--- config.mk ---
export PLATFORM = sky130hd
export DESIGN_NAME = plic_gateway_flat
export DESIGN_NICKNAME = d
export VERILOG_FILES = /design/src/rtl/plic_gateway_pkg.sv /design/src/rtl/plic_gateway_if.sv /design/src/rtl/plic_gateway_src.sv /design/src/rtl/plic_gateway.sv /design/src/flat_wrapper.sv
export SDC_FILE = /design/constraint.sdc
export NUM_CORES = 2
export LEC_CHECK = 0
export CORE_AREA = 3 3 363 293
export CTS_BUF_LIST = sky130_fd_sc_hd__clkbuf_4 sky130_fd_sc_hd__clkbuf_8
export DETAILED_ROUTE_END_ITERATION = 12
export DIE_AREA = 0 0 366 296
export GPL_ROUTABILITY_DRIVEN = 0
export SYNTH_ARGS = -nofsm -noshare
export SYNTH_HDL_FRONTEND = slang
export SYNTH_SLANG_ARGS = --single-unit
--- constraint.sdc ---
create_clock -name i_clk -period 2.1 [get_ports i_clk]
set_input_delay 0.525 -clock i_clk [delete_from_list [all_inputs] [get_ports i_clk]]
set_output_delay 0.525 -clock i_clk [all_outputs]
set_load 0.01 [all_outputs]
--- src/rtl/plic_gateway_pkg.sv ---
// Shared types and constants for the PLIC source gateway.
// Provides the per-source state encoding and the claim/complete id match helper.
package plic_gateway_pkg;

    localparam int CFG_PLIC_IRQ_TOTAL  = 73;
    localparam int CFG_PLIC_GW_CNTBITS = 4;
    localparam int CFG_PLIC_ID_WIDTH   = 10;
    localparam bit CFG_ASYNC_RESET     = 1'b1;

    typedef enum logic [1:0] {
        IDLE     = 2'd0,
        PEND     = 2'd1,
        INFLIGHT = 2'd2
    } plic_gw_state_type;

    // True when a valid claim/complete strobe addresses this source index.
    function automatic logic id_hit(input logic                         valid,
                                    input logic [CFG_PLIC_ID_WIDTH-1:0] id,
                                    input int unsigned                  src);
        logic [31:0] src_v;
        src_v = src;
        return valid && (id == src_v[CFG_PLIC_ID_WIDTH-1:0]);
    endfunction

endpackage

--- src/rtl/plic_gateway_if.sv ---
// Bundle between the PLIC core side and the gateway: raw irq lines, modes,
// claim/complete strobes in, pending/inflight vectors out.
interface plic_gateway_if
    import plic_gateway_pkg::*;
#(
    parameter int irqmax = CFG_PLIC_IRQ_TOTAL,
    parameter int idw    = CFG_PLIC_ID_WIDTH
) ();

    logic [irqmax-1:0] i_irq;
    logic [irqmax-1:0] i_edge_mode;
    logic              i_claim_valid;
    logic [idw-1:0]    i_claim_id;
    logic              i_complete_valid;
    logic [idw-1:0]    i_complete_id;
    logic [irqmax-1:0] o_pending;
    logic [irqmax-1:0] o_inflight;

    modport master (
        output i_irq, i_edge_mode, i_claim_valid, i_claim_id,
               i_complete_valid, i_complete_id,
        input  o_pending, o_inflight
    );

    modport slave (
        input  i_irq, i_edge_mode, i_claim_valid, i_claim_id,
               i_complete_valid, i_complete_id,
        output o_pending, o_inflight
    );

endinterface

--- src/rtl/plic_gateway_src.sv ---
// One interrupt source: edge/level qualification, saturating edge counter and
// the IDLE/PEND/INFLIGHT handshake with the PLIC core.
module plic_gateway_src
    import plic_gateway_pkg::*;
#(
    parameter int unsigned src_id      = 1,
    parameter int          cntbits     = CFG_PLIC_GW_CNTBITS,
    parameter bit          async_reset = CFG_ASYNC_RESET
) (
    input  logic                         i_clk,
    input  logic                         i_nrst,
    input  logic                         i_irq,
    input  logic                         i_edge_mode,
    input  logic                         i_claim_valid,
    input  logic [CFG_PLIC_ID_WIDTH-1:0] i_claim_id,
    input  logic                         i_complete_valid,
    input  logic [CFG_PLIC_ID_WIDTH-1:0] i_complete_id,
    output logic                         o_pending,
    output logic                         o_inflight
);

    localparam logic [cntbits-1:0] CNT_MAX  = {cntbits{1'b1}};
    localparam logic [cntbits-1:0] CNT_ZERO = {cntbits{1'b0}};
    localparam logic [cntbits-1:0] CNT_ONE  = {{(cntbits-1){1'b0}}, 1'b1};

    plic_gw_state_type  state_r;
    plic_gw_state_type  state_nxt_s;
    logic [cntbits-1:0] cnt_r;
    logic [cntbits-1:0] cnt_nxt_s;
    logic [cntbits:0]   cnt_sum_s;
    logic               irq_prev_r;
    logic               pending_r;
    logic               inflight_r;
    logic               rise_s;
    logic               req_s;
    logic               take_s;
    logic               claim_hit_s;
    logic               complete_hit_s;

    // Qualify the raw line: a new request exists if a rise is seen now or
    // edges are banked (edge mode), or the line is high (level mode).
    always_comb begin
        rise_s         = i_irq & ~irq_prev_r;
        cnt_sum_s      = {1'b0, cnt_r} + {{cntbits{1'b0}}, rise_s};
        claim_hit_s    = id_hit(i_claim_valid, i_claim_id, src_id);
        complete_hit_s = id_hit(i_complete_valid, i_complete_id, src_id);
        if (i_edge_mode) begin
            req_s = (cnt_sum_s != {(cntbits+1){1'b0}});
        end else begin
            req_s = i_irq;
        end
    end

    // Next-state logic; take_s marks a transition into PEND that uses one request.
    always_comb begin
        state_nxt_s = state_r;
        take_s      = 1'b0;
        case (state_r)
            IDLE: begin
                if (req_s) begin
                    state_nxt_s = PEND;
                    take_s      = 1'b1;
                end else begin
                    state_nxt_s = IDLE;
                end
            end
            PEND: begin
                if (claim_hit_s) begin
                    state_nxt_s = INFLIGHT;
                end else begin
                    state_nxt_s = PEND;
                end
            end
            INFLIGHT: begin
                if (complete_hit_s && req_s) begin
                    state_nxt_s = PEND;
                    take_s      = 1'b1;
                end else if (complete_hit_s) begin
                    state_nxt_s = IDLE;
                end else begin
                    state_nxt_s = INFLIGHT;
                end
            end
            default: begin
                state_nxt_s = IDLE;
            end
        endcase
    end

    // Edge bank: level mode pins it at zero; a consumed request nets cnt+rise-1,
    // which always fits, so modular arithmetic in cntbits is exact there.
    always_comb begin
        if (!i_edge_mode) begin
            cnt_nxt_s = CNT_ZERO;
        end else if (take_s) begin
            cnt_nxt_s = cnt_r + {{(cntbits-1){1'b0}}, rise_s} - CNT_ONE;
        end else if (cnt_sum_s[cntbits]) begin
            cnt_nxt_s = CNT_MAX;
        end else begin
            cnt_nxt_s = cnt_sum_s[cntbits-1:0];
        end
    end

    generate
        if (async_reset) begin : g_async
            // State, counter, edge history and registered outputs, async clear.
            always_ff @(posedge i_clk or negedge i_nrst) begin
                if (!i_nrst) begin
                    state_r    <= IDLE;
                    cnt_r      <= CNT_ZERO;
                    irq_prev_r <= 1'b0;
                    pending_r  <= 1'b0;
                    inflight_r <= 1'b0;
                end else begin
                    state_r    <= state_nxt_s;
                    cnt_r      <= cnt_nxt_s;
                    irq_prev_r <= i_irq;
                    pending_r  <= (state_nxt_s == PEND);
                    inflight_r <= (state_nxt_s == INFLIGHT);
                end
            end
        end else begin : g_sync
            // Same register set with a clock-qualified clear.
            always_ff @(posedge i_clk) begin
                if (!i_nrst) begin
                    state_r    <= IDLE;
                    cnt_r      <= CNT_ZERO;
                    irq_prev_r <= 1'b0;
                    pending_r  <= 1'b0;
                    inflight_r <= 1'b0;
                end else begin
                    state_r    <= state_nxt_s;
                    cnt_r      <= cnt_nxt_s;
                    irq_prev_r <= i_irq;
                    pending_r  <= (state_nxt_s == PEND);
                    inflight_r <= (state_nxt_s == INFLIGHT);
                end
            end
        end
    endgenerate

    assign o_pending  = pending_r;
    assign o_inflight = inflight_r;

endmodule

--- src/rtl/plic_gateway.sv ---
// PLIC gateway top: one source slice per interrupt 1..irqmax-1 sharing the
// claim/complete buses; source 0 is hardwired inactive.
module plic_gateway
    import plic_gateway_pkg::*;
#(
    parameter bit async_reset = CFG_ASYNC_RESET,
    parameter int irqmax      = CFG_PLIC_IRQ_TOTAL,
    parameter int cntbits     = CFG_PLIC_GW_CNTBITS
) (
    input  logic           i_clk,
    input  logic           i_nrst,
    plic_gateway_if.slave  gw
);

    logic [irqmax-1:0] pending_s;
    logic [irqmax-1:0] inflight_s;
    logic              unused_s;

    assign pending_s[0]  = 1'b0;
    assign inflight_s[0] = 1'b0;
    assign unused_s      = ^{gw.i_irq[0], gw.i_edge_mode[0]};

    generate
        for (genvar k = 1; k < irqmax; k++) begin : g_src
            plic_gateway_src #(
                .src_id      (k),
                .cntbits     (cntbits),
                .async_reset (async_reset)
            ) u_src (
                .i_clk            (i_clk),
                .i_nrst           (i_nrst),
                .i_irq            (gw.i_irq[k]),
                .i_edge_mode      (gw.i_edge_mode[k]),
                .i_claim_valid    (gw.i_claim_valid),
                .i_claim_id       (gw.i_claim_id),
                .i_complete_valid (gw.i_complete_valid),
                .i_complete_id    (gw.i_complete_id),
                .o_pending        (pending_s[k]),
                .o_inflight       (inflight_s[k])
            );
        end
    endgenerate

    assign gw.o_pending  = pending_s;
    assign gw.o_inflight = inflight_s;

endmodule

--- src/flat_wrapper.sv ---
// flat-port wrapper written by rule: the top's interface ports become plain ports
module plic_gateway_flat import plic_gateway_pkg::*;
#(
    parameter bit async_reset = CFG_ASYNC_RESET,
    parameter int irqmax      = CFG_PLIC_IRQ_TOTAL,
    parameter int cntbits     = CFG_PLIC_GW_CNTBITS
)
  (i_clk, i_nrst, gw_i_irq, gw_i_edge_mode, gw_i_claim_valid, gw_i_claim_id, gw_i_complete_valid, gw_i_complete_id, gw_o_pending, gw_o_inflight);
  plic_gateway_if #(.irqmax(irqmax), .idw((10))) gw_i ();
  input  logic i_clk;
  input  logic i_nrst;
  input wire logic [$bits(gw_i.i_irq)-1:0] gw_i_irq;
  input wire logic [$bits(gw_i.i_edge_mode)-1:0] gw_i_edge_mode;
  input wire logic [$bits(gw_i.i_claim_valid)-1:0] gw_i_claim_valid;
  input wire logic [$bits(gw_i.i_claim_id)-1:0] gw_i_claim_id;
  input wire logic [$bits(gw_i.i_complete_valid)-1:0] gw_i_complete_valid;
  input wire logic [$bits(gw_i.i_complete_id)-1:0] gw_i_complete_id;
  output wire logic [$bits(gw_i.o_pending)-1:0] gw_o_pending;
  output wire logic [$bits(gw_i.o_inflight)-1:0] gw_o_inflight;
  assign gw_i.i_irq = gw_i_irq;
  assign gw_i.i_edge_mode = gw_i_edge_mode;
  assign gw_i.i_claim_valid = gw_i_claim_valid;
  assign gw_i.i_claim_id = gw_i_claim_id;
  assign gw_i.i_complete_valid = gw_i_complete_valid;
  assign gw_i.i_complete_id = gw_i_complete_id;
  assign gw_o_pending = gw_i.o_pending;
  assign gw_o_inflight = gw_i.o_inflight;
  plic_gateway #(.async_reset(async_reset), .irqmax(irqmax), .cntbits(cntbits)) u_core (.i_clk(i_clk), .i_nrst(i_nrst), .gw(gw_i));
endmodule
==> flow_summary.ini <==
[place]
hpwl_um = 87000
port_buffers = 311
post-place-ws_ns = -0.990
place_inst = 6453

[synthesis]
synth_edf_count = 0
async_flop_share_pct = 100
yosysSeqAreaShare_pct = 39.4
synth-seq-cells = 648
ys_types = 80
avgSynthCellArea_um2 = 9.46
ys.flop_type = dfrtp_1
yosysWarningCount = 0
synthCells = 4345
syn_area_mm2 = 0.0411

[timing]
worst_pin_slew_ns = 0.620
finalClockSkew_ns = 0.0591
slew_violations = 0
tns_ns = -0.0180
fmax_mhz = 472
grt_setup_unrepaired = yes
period_share_pct = 101
min_period_ns = 2.12
finalWorstSetupSlack_ns = -0.0180
holdWs_ns = 0.233
hold_viol = 0
max_slew_margin_pct = 58.2
finalSetupViolCount = 1

[finish]
final_common_cell = buf_4
finalNonFillerCells = 6742
syn_to_final_growth_pct = 36.7
drive_above_1_share_pct = 28.9
layout_common_cells = buf_4 (710), dfrtp_1 (645), nand2_1 (336)
fin_nets = 5776

[clocking]
clock_latency_ns = 0.82
path_clk_slew_ns = 0.07
clk_path_buf_depth = 3
clock-sinks = 648
cts_max_level = 3
cts_tree = done
cts_made_buffers = 112
root_buffer = clkbuf_8

[floorplanning]
fp.dieH_um = 296
io_pins = 316
die_area_mm2 = 0.108
core_mm2 = 0.103
rows = 105
die_x_um = 366
initial_utilization_pct = 40.0

[worst_setup_path]
cp_slowest_cell = dfrtp_1
arrival_ns = 2.85
critPathMaxFanout = 5
crit_path_start_kind = register
setup.worst_path.end_class = register
critPathRequiredTime_ns = 2.83
worstPathCellList = nand2b_4, inv_2, ha_4, ha_4, nor3b_2, o21ai_1, o211ai_1, buf_4, mux2i_1, o2111a_1
crit_top_cell = ha_4
slowest_delay_ns = 0.38
critPathKind = reg -> reg

[global_route]
antenna_found_initial = 16
grt_pass1_vias = 34100
gr-total-overflow = 0
grt_max_degree = 63
grt_pass1_wl_um = 187000
grt.total_usage_pct = 21.4

[flow_run]
drv_cap = 0

[drt]
routedWlPerCell_um = 17.9
top_layer = met5
route.met3.wl_um = 6380
dr_total_vias = 35300
met1_length_um = 56600
antenna_left = 0
drtIter0Drc = 2133
drc = 0
wl_met2_um = 55200
vias_per_cell = 5.23
drt-total-wl_um = 121000
drt_pass1_iterations = 6

[pwr]
peakVddDrop_mv = 0.493
power.leakage_nw = 26.1
p_total_mw = 39.9
p_per_area_mw_per_mm2 = 710

[worst_hold_path]
hold_path_class = in -> async

[run_status]
status = finished, violations left
violations = setup timing
-- routing by layer --
metal  GRT usage (%)  up-vias
met4            5.30        6
met3            4.27      157
li1                -    17300
met1            29.6    17100
met5               0        -
met2            34.5      678
-- layout make-up --
class	instances	area, µm²
antenna	12	30.0
clock buffer	177	2290
clock inverter	27	269
fill	9158	46500
inverter	359	1360
multi-input combinational	3027	24700
sequential	648	16200
tap	1391	1740
timing repair buffer	1101	9660
-- synthesized netlist by cell type (48+ instances only) --
library cell,count,share of area (%)
xor2_1,48,1.0
o22ai_1,96,1.5
ha_1,357,11
a21boi_0,48,0.88
and3b_1,62,1.3
and3_1,64,0.97
nand2b_1,178,2.7
a21oi_1,167,2.0
nor3_1,69,0.84
nor2_1,300,2.7
dfrtp_1,648,39
clkbuf_1,118,1.1
o21a_1,51,0.93
a31oi_1,83,1.3
mux2_2,57,1.6
mux2i_1,48,1.2
inv_1,359,3.3
xnor2_1,60,1.3
nand2_1,339,3.1
a22oi_1,55,1.0
buf_4,146,2.7
o311a_1,99,2.4
nand3_1,78,0.95
nand3b_1,79,1.4
o21ai_0,160,1.9
-- logic make-up (layout without fill, tap and decap cells) --
kind of cell	Yosys count	in the layout	synth area share [%]
simple gates	1347	1348	17.4
compound gates	1101	1107	19.7
buf+inv	678	1664	7.61
flops	648	648	39.4
fa+ha+maj	357	357	10.9
xor+xnor	108	108	2.30
mux	105	105	2.73
other cells	1	14	0.00912
-- per-stage QoR --
stage	cell area (µm²)	utilization (%)
finish	56200	54.7
global route	56200	54.7
CTS	54400	52.9
detailed placement	51000	49.7
global placement	51000	49.7
floorplan	42400	-
-- what timing repair did --
action | CTS | global route
endpoints found under the setup margin | 254 | 374
endpoints found under the hold margin | 366 | 0
resized for setup | 346 | 352
gates cloned | 6 | 7
hold buffers | 1 | 0
buffers inserted | 27 | 38
pin swaps | 46 | 131
-- final timing paths --
check | startpoint | end | slack, ns | depth (start not counted)
worst max-delay path | u_core.g_src[1].u_src.irq_prev_r | u_core.g_src[1].u_src.cnt_r[2] | -0.02 | 10
worst min-delay path | i_nrst | u_core.g_src[54].u_src.state_r[0] | 0.23 | 2
worst max register to register | u_core.g_src[1].u_src.irq_prev_r | u_core.g_src[1].u_src.cnt_r[2] | -0.02 | 10
worst min register to register | u_core.g_src[28].u_src.state_r[1] | u_core.g_src[28].u_src.state_r[0] | 0.48 | 1
max in group asynchronous | i_nrst | u_core.g_src[43].u_src.irq_prev_r | 1.07 | 4
min in group i_clk | gw_i_irq[46] | u_core.g_src[46].u_src.irq_prev_r | 0.25 | 1
-- flip-flops by register name (all words and copies together) (netlist names) --
signal,flops
u_core.g_src.u_src.cnt_r,288
u_core.g_src.u_src.o_inflight,72
u_core.g_src.u_src.o_pending,72
u_core.g_src.u_src.state_r,144
u_core.g_src.u_src.irq_prev_r,72
-- where the power goes --
group	internal, mW	leakage (nW)	switching (mW)
Sequential	13.8	8.10	1.77
Clock	7.40	1.35	5.70
Combinational	5.93	16.7	5.31
-- critical path: cells and delay by family (launching register included) --
| kind | cells | cell delay, ns |
|---|---|---|
| compound gates | 3 | 0.55 |
| flops | 1 | 0.38 |
| fa+ha+maj | 2 | 0.34 |
| simple gates | 2 | 0.34 |
| buf+inv | 2 | 0.26 |
| mux | 1 | 0.19 |
Power figures use the tool's default switching activity.
